===== src/rtl/rr_mux_arbiter_pkg.sv =====
// Shared definitions for the round-robin mux arbiter and its bench.
//   state_e  : FSM state encoding (IDLE=0, GRANT=1)
//   NUM_REQ  : number of requesters (4)
//   CNT_W    : beat counter width (4 bits, enough for bursts of up to 16)
//   rr_pick  : round-robin search helper
package rr_mux_arbiter_pkg;

  localparam int NUM_REQ = 4;
  localparam int CNT_W   = 4;

  typedef enum logic {
    IDLE  = 1'b0,
    GRANT = 1'b1
  } state_e;

  // Returns the first set request bit searching last+1, last+2, last+3, last
  // (mod 4). The loop runs from the farthest offset to the nearest so that
  // the nearest set bit is the one left in pick. If no bit is set the result
  // is meaningless; callers only use it when req != 0.
  function automatic logic [1:0] rr_pick(input logic [NUM_REQ-1:0] req,
                                         input logic [1:0]         last);
    logic [1:0] pick;
    logic [1:0] cand;
    pick = last;
    for (int i = NUM_REQ; i >= 1; i--) begin
      cand = last + 2'(i);
      if (req[cand]) pick = cand;
    end
    return pick;
  endfunction

endpackage


===== src/rtl/rr_mux_arbiter_mux4to1.sv =====
// Mux4to1: 4-input word multiplexer, purely combinational.
//   Data0..Data3 : input words, WORD_LENGTH bits
//   Sel          : binary select
//   Out          : Data[Sel]
module Mux4to1 #(
  parameter int WORD_LENGTH = 8
) (
  input  logic [WORD_LENGTH-1:0] Data0,
  input  logic [WORD_LENGTH-1:0] Data1,
  input  logic [WORD_LENGTH-1:0] Data2,
  input  logic [WORD_LENGTH-1:0] Data3,
  input  logic [1:0]             Sel,
  output logic [WORD_LENGTH-1:0] Out
);

  always_comb begin
    Out = Data0;
    case (Sel)
      2'd0:    Out = Data0;
      2'd1:    Out = Data1;
      2'd2:    Out = Data2;
      default: Out = Data3;
    endcase
  end

endmodule


===== src/rtl/rr_mux_arbiter.sv =====
// rr_mux_arbiter: round-robin arbiter for four requesters feeding a single
// downstream port, with bursts of up to MAX_BURST beats per grant.
//
// Ports
//   clk, reset        : clock, synchronous active-high reset
//   Req[3:0]          : per-requester request
//   Data0..Data3      : requester payloads
//   Out_Ready         : downstream accepts a beat
//   Grant[3:0]        : one-hot grant, zero in IDLE
//   Selector[1:0]     : index of the current / last granted requester
//   Out_Valid         : Out_Data holds a valid beat
//   Out_Data          : Data[Selector], combinational
//   Burst_Done        : one-cycle pulse in the cycle a grant is released
//   dbg_state         : current FSM state, for observation only
//
// Handshake: a beat moves on every rising edge where Out_Valid && Out_Ready
// are both high. Out_Valid never depends on Out_Ready. The granted requester
// sees Grant[i] && Out_Ready as acceptance of its current word.
module rr_mux_arbiter
  import rr_mux_arbiter_pkg::*;
#(
  parameter int WORD_LENGTH = 8,
  parameter int MAX_BURST   = 4
) (
  input  logic                   clk,
  input  logic                   reset,
  input  logic [NUM_REQ-1:0]     Req,
  input  logic [WORD_LENGTH-1:0] Data0,
  input  logic [WORD_LENGTH-1:0] Data1,
  input  logic [WORD_LENGTH-1:0] Data2,
  input  logic [WORD_LENGTH-1:0] Data3,
  input  logic                   Out_Ready,
  output logic [NUM_REQ-1:0]     Grant,
  output logic [1:0]             Selector,
  output logic                   Out_Valid,
  output logic [WORD_LENGTH-1:0] Out_Data,
  output logic                   Burst_Done,
  output state_e                 dbg_state
);

  localparam logic [CNT_W-1:0] LAST_BEAT = CNT_W'(MAX_BURST - 1);

  state_e           state_q, state_d;
  logic [1:0]       last_q, last_d;
  logic [1:0]       sel_q, sel_d;
  logic [CNT_W-1:0] cnt_q, cnt_d;

  logic req_sel;
  logic xfer;
  logic rel_grant;

  always_comb begin
    req_sel   = Req[sel_q];
    Out_Valid = (state_q == GRANT) && req_sel;
    xfer      = Out_Valid && Out_Ready;
    // Release on the final beat of the burst or when the owner withdraws.
    // Both cannot hold at once because a transfer needs Req[sel] high.
    rel_grant = (state_q == GRANT) && ((xfer && (cnt_q == LAST_BEAT)) || !req_sel);
    // A reset edge abandons the burst silently.
    Burst_Done = rel_grant && !reset;
    Grant      = (state_q == GRANT) ? (NUM_REQ'(1) << sel_q) : '0;
    Selector   = sel_q;
    dbg_state  = state_q;
  end

  always_comb begin
    state_d = state_q;
    last_d  = last_q;
    sel_d   = sel_q;
    cnt_d   = cnt_q;
    case (state_q)
      IDLE: begin
        if (|Req) begin
          sel_d   = rr_pick(Req, last_q);
          last_d  = sel_d;
          cnt_d   = '0;
          state_d = GRANT;
        end
      end
      GRANT: begin
        if (xfer) cnt_d = cnt_q + CNT_W'(1);
        if (rel_grant) state_d = IDLE;
      end
      default: state_d = IDLE;
    endcase
  end

  always_ff @(posedge clk) begin
    if (reset) begin
      state_q <= IDLE;
      last_q  <= 2'd3;
      sel_q   <= 2'd0;
      cnt_q   <= '0;
    end else begin
      state_q <= state_d;
      last_q  <= last_d;
      sel_q   <= sel_d;
      cnt_q   <= cnt_d;
    end
  end

  Mux4to1 #(
    .WORD_LENGTH(WORD_LENGTH)
  ) u_mux (
    .Data0 (Data0),
    .Data1 (Data1),
    .Data2 (Data2),
    .Data3 (Data3),
    .Sel   (sel_q),
    .Out   (Out_Data)
  );

endmodule


===== config.mk =====
export PLATFORM = sky130hd
export DESIGN_NAME = rr_mux_arbiter
export DESIGN_NICKNAME = d
export VERILOG_FILES = /design/src/rtl/rr_mux_arbiter_pkg.sv /design/src/rtl/rr_mux_arbiter_mux4to1.sv /design/src/rtl/rr_mux_arbiter.sv
export SDC_FILE = /design/constraint.sdc
export NUM_CORES = 1
export LEC_CHECK = 0
export ABC_CLOCK_PERIOD_IN_PS = 4600
export BUFFER_PORTS_ARGS = -buffer_cell sky130_fd_sc_hd__buf_2
export CORE_ASPECT_RATIO = 0.8
export CORE_MARGIN = 8
export CORE_UTILIZATION = 25
export CTS_CLUSTER_SIZE = 20
export DETAILED_ROUTE_END_ITERATION = 10
export PLACE_DENSITY = 0.63
export SKIP_CTS_REPAIR_TIMING = 1
export SLEW_MARGIN = 20
export SYNTH_ARGS = -nofsm -noshare
export SYNTH_HDL_FRONTEND = slang
export SYNTH_SLANG_ARGS = --single-unit

===== constraint.sdc =====
create_clock -name clk -period 4.6 [get_ports clk]
set_clock_uncertainty 0.15 [all_clocks]
set_input_delay 0.69 -clock clk [delete_from_list [all_inputs] [get_ports clk]]
set_output_delay 0.69 -clock clk [all_outputs]
set_load 0.02 [all_outputs]

* After elaboration in Yosys (flattened, before gate mapping)
Index checks and enable logic that the tools add are counted.
** Storage, ports and cells
- Register bits :: 9
- Input port bits :: 39
- Output and inout bits :: 17
- Word-level logic and storage cells :: 50
** Cells by class
- Add/sub/neg operators :: 4
- Order comparisons :: 4
- Equality and inequality tests :: 5
- Shift-type cells :: 1
- Multiplexer cells :: 19
- Bitwise gates (word level) :: 1
- Reductions and logical operators :: 12
** Operators by type and width (number)
- $pmux 8 s3 :: 1
- $lt 2x3->1 const B :: 4
- $mux 4 :: 3
- $bmux 1 s2 :: 4
- $pmux 4 s2 :: 1
- $mux 1 :: 6
- $mux 2 :: 3
- $logic_and 1x1->1 :: 5
- $add 2x2->2 const B :: 2
- $add 4x1->4 const B :: 1
- $eq 4x2->1 const B :: 1
- $reduce_and 2->1 :: 2
- $reduce_or 4->1 :: 1
- $shl 1x2->4 const A :: 1
- $add 2x1->2 const B :: 1
- $eq 2x1->1 const B :: 1
- $eq 2x2->1 const B :: 1
- $logic_not 1->1 :: 2
- $logic_not 2->1 :: 1
- $ne 2x1->1 const B :: 1
- $ne 2x2->1 const B :: 1
- $pmux 1 s2 :: 1
- $logic_or 1x1->1 :: 1
- $not 1->1 :: 1

* Longest topological paths before layout
- Word-level depth :: 9
- Gate-level depth with buffers :: 5
- Depth with buffers taken out :: 4

* Modules after synthesis
From an unflattened synthesis, not the netlist that was laid out.
** Unflattened totals
- Cell total of the unflattened synthesis :: 83
- Area, all modules :: 790.8 sq um
** Modules (own cells, without submodules)
- rr_mux_arbiter :: instances 1, cells an instance 73, area an instance 594.3 sq um, sequential area each 180.2 sq um
- Mux4to1 :: instances 1, cells an instance 10, area an instance 196.4 sq um, sequential area each 0.0 sq um

* Least setup slack after synthesis
No wires, ideal clock.
- Path type :: input to output
- Start :: input Req[3]
- End :: output Burst_Done
- Arrival :: 1609 ps
- Required time :: 3760 ps
- Path slack :: 2151 ps
- Stages :: 3
- Buffers on the path :: 0
- Cell sequence :: mux2_2 > mux2_2 > a21oi_1
** Between the ends
- Cells in the longest elaborated chain, start to end :: 8
- Elaborated cells between the ends (all ways) :: 9
- Classes of those cells :: 2 x mux; 7 x reduce/logical
** Ends and longest elaborated chain
- start, declared :: line rr_mux_arbiter.sv:27 : input logic [NUM_REQ-1:0] Req,
- $bmux 1 s2 (*) :: line rr_mux_arbiter.sv:53 : req_sel = Req[sel_q];
- $mux 1 (implied by the code) (*) :: line rr_mux_arbiter.sv:53
- $logic_and 1x1->1 :: line rr_mux_arbiter.sv:54 : Out_Valid = (state_q == GRANT) && req_sel;
- $logic_and 1x1->1 :: line rr_mux_arbiter.sv:55 : xfer = Out_Valid && Out_Ready;
- $logic_and 1x1->1 :: line rr_mux_arbiter.sv:58 : rel_grant = (state_q == GRANT) && ((xfer && (cnt_q == LAST_BEAT)) || !req_sel);
- $logic_or 1x1->1 (*) :: line rr_mux_arbiter.sv:58
- $logic_and 1x1->1 (*) :: line rr_mux_arbiter.sv:58
- $logic_and 1x1->1 (*) :: line rr_mux_arbiter.sv:60 : Burst_Done = rel_grant && !reset;
- end, declared :: line rr_mux_arbiter.sv:37 : output logic Burst_Done,
Every way passes the cells marked *; elsewhere a longest branch is shown, timed or not. The select of a mux whose other input is x is not followed.

* Final worst setup path
- Start :: register sel_q[0] (netlist: Selector[0])
- End :: output Out_Valid
** Between the ends
- Cells in the longest elaborated chain, start to end :: 3
** Ends and longest elaborated chain
- start, declared :: line rr_mux_arbiter.sv:45 : logic [1:0] sel_q, sel_d;
- start signal, assigned :: line rr_mux_arbiter.sv:97 : sel_q <= sel_d;
- $bmux 1 s2 :: line rr_mux_arbiter.sv:53
- $mux 1 (implied by the code) :: line rr_mux_arbiter.sv:53
- $logic_and 1x1->1 :: line rr_mux_arbiter.sv:54
- end, declared :: line rr_mux_arbiter.sv:35 : output logic Out_Valid,
Every way passes these cells. The select of a mux whose other input is x is not followed.

==> results.txt <==
HPWL Detailed: 2430 um
status: completed
total power: 0.328 mW
Mapped Cells: 90
CTS tree: yes
Synth area leader: dfxtp_1
fmax: 0.342 GHz
PwrDens: 283 mW/mm^2
most frequent cells in the layout: 55 x buf_2, 9 x dfxtp_1, 9 x nor2_1
CP Launch Type: flip-flop
vias per cell: 5.17
reg-to-reg critical path endpoint: cnt_q[3]
fraction of layout cells with a size suffix above 1: 52.4%
Hold/Removal Path Class: flip-flop to flip-flop
vias in the first global route: 937
Iteration-0 DRC Markers: 38
drc violations: 0
wire length per cell: 15.8 um
ratio of final minimum period to clock period: 63.6%
wire length of the first global-routing pass: 4460 um
crit end category: output pin
Seq/Total Area, Yosys: 21.9%
clock buffer depth: 2
Required @ worst endpoint: 3.76 ns
Final WS setup: 1.68 ns
row cnt: 18
total grt overflow: 0
largest net degree at the start of global routing: 17
synthesized flop and latch total: 9
IR drop worst, VDD: 0.0000776 V
clock-pin slew on the worst setup and hold paths: 0.04 ns
Psw: 0.118 mW
Syn Std Cell Area: 825 sq um
Vias: 947
area grow syn2layout: 41.0%
CP Launch Point: Selector[0]
max-cap viol count: 0
Syn. warnings: 0
Logic pwr share: 40.8%
Int Power: 0.211 mW
largest cells by area after synthesis: dfxtp_1 22%, mux4_2 22%, nor2_1 4.1%
Reg-to-Reg Start: Selector[0]
post-synth net total: 130
WP data arrival: 2.08 ns
setup TNS: 0 ns
worst slew pin tran: 0.732 ns
gr usage total: 10.4%
Flop pwr share: 31.8%
R2R cell count: 4
H-tree depth: 1
root cell of the clock tree: clkbuf_8
Fin. Hold Viols: 0
Pre-Repair DR Iteration Count: 4
total die area: 0.00540 sq mm
final-report setup violation count: 0
CP Max Fanout: 16
CP Class: flip-flop to output pin
worst slack at placement: 1.90 ns
IO buf count: 55
Switching Share: 35.8%
CTS buffer count: 3
routability cong.: 0.911
Max Slew Vio Count: 0
fin crit period: 2.92 ns
crit path capture: Out_Valid
initial core utilization: 26.5%
leak pwr: 0.528 nW
I/O pin cnt: 56
fill count: 322
Clk network pwr share: 27.4%
clk sinks: 9
antenna cells: 0
RSZ-0062 raised after global routing: no
Mapped Avg Cell Area: 9.16 sq um
dpl cell area: 0.00112 sq mm
final instance area: 0.00116 sq mm
Die Y: 67.4 um
worst skew pair latency: 0.23 ns
CORE AREA: 0.00311 sq mm
Synth cell types: 36
Synth top area share: 21.9%
Nets: 184
initial antenna violation count: 0
Slew headroom: 51.1%
FF-to-FF setup slack: 2.57 ns
Detail Route Antenna Nets: 0
most common cell after layout, fill and taps aside: buf_2
Routed WL: 2890 um
die width: 80.2 um
layout make-up:
class	count	area (sq um)	area share (%)
repair buffers	55	275	23.7
clock buffers	4	45.0	3.88
inverters	3	11.3	0.969
flip-flops and latches	9	180	15.5
multi-input cells	72	601	51.7
well taps	40	50.0	4.31
synth_stat cells:
library cell / number
dfxtp_1: 9
nor2_1: 9
mux4_2: 8
a21oi_1: 5
nand2b_1: 5
nand3_1: 5
nand2_1: 4
o21ai_0: 4
inv_1: 3
nor2b_1: 3
nor3_1: 3
a31oi_1: 2
and2_1: 2
and3_1: 2
buf_2: 2
clkbuf_1: 2
mux2_2: 2
or2_2: 2
a211oi_1: 1
a21boi_0: 1
a21o_1: 1
a311oi_1: 1
a32oi_4: 1
buf_1: 1
buf_6: 1
ha_1: 1
mux2_4: 1
nand3b_1: 1
nor4_2: 1
o211ai_1: 1
o21ba_2: 1
o21bai_1: 1
o31ai_1: 1
or2b_2: 1
or3_1: 1
or4b_1: 1
cells by family after synthesis:
logic type,synth area share [%]
multiplexers,26.4
buffers and inverters,5.31
adder cells (fa/ha/maj),1.52
AND/OR/NAND/NOR,26.9
flip-flops,21.9
AO/OA/AOI/OAI,18.1
worst min path at each step:
stage                   from       end  cells past startpoint
finish              cnt_q[1]  cnt_q[1]                      2
global route        cnt_q[1]  cnt_q[1]                      2
CTS                 cnt_q[1]  cnt_q[1]                      2
detailed placement  cnt_q[1]  cnt_q[1]                      2
global placement    cnt_q[3]  cnt_q[3]                      2
floorplan           cnt_q[3]  cnt_q[3]                      2
per-layer routing:
metal	track usage [%]	up-vias	routed length [um]	share of wire [%]
li1	-	443	-	-
met1	11.0	436	1080	37
met2	17.6	65	1240	43
met3	6.50	3	567	20
met4	1.36	0	10	0.35
met5	0	-	0	0
worst max-delay path, stage by stage, from the launching register on:
cell	delay [ns]
dfxtp_1	0.79
mux2_2	0.45
mux2_2	0.30
and2_1	0.16
buf_2	0.16
registers in the layout (all words and copies together), names as in the netlist:
name,count
dbg_state,1
last_q,2
cnt_q,4
Selector,2
through the flow:
step	hold slack, ns	utilization [%]	std cells
final	0.341	37.4	183
after global routing	0.385	37.4	183
after CTS	0.344	37.4	183
after detailed placement	0.338	36.0	179
after global placement	0.325	36.0	179
after floorplan	0.314	-	90
power by group through the flow:
stage | Sequential (mW) | Clock (mW) | Combinational (mW)
finish | 0.105 | 0.0900 | 0.134
global route | 0.107 | 0.0989 | 0.145
CTS | 0.104 | 0.0928 | 0.135
detailed placement | 0.106 | 0 | 0.135
global placement | 0.105 | 0 | 0.133
floorplan | 0.0945 | 0 | 0.0991
Power figures use the tool's default switching activity.
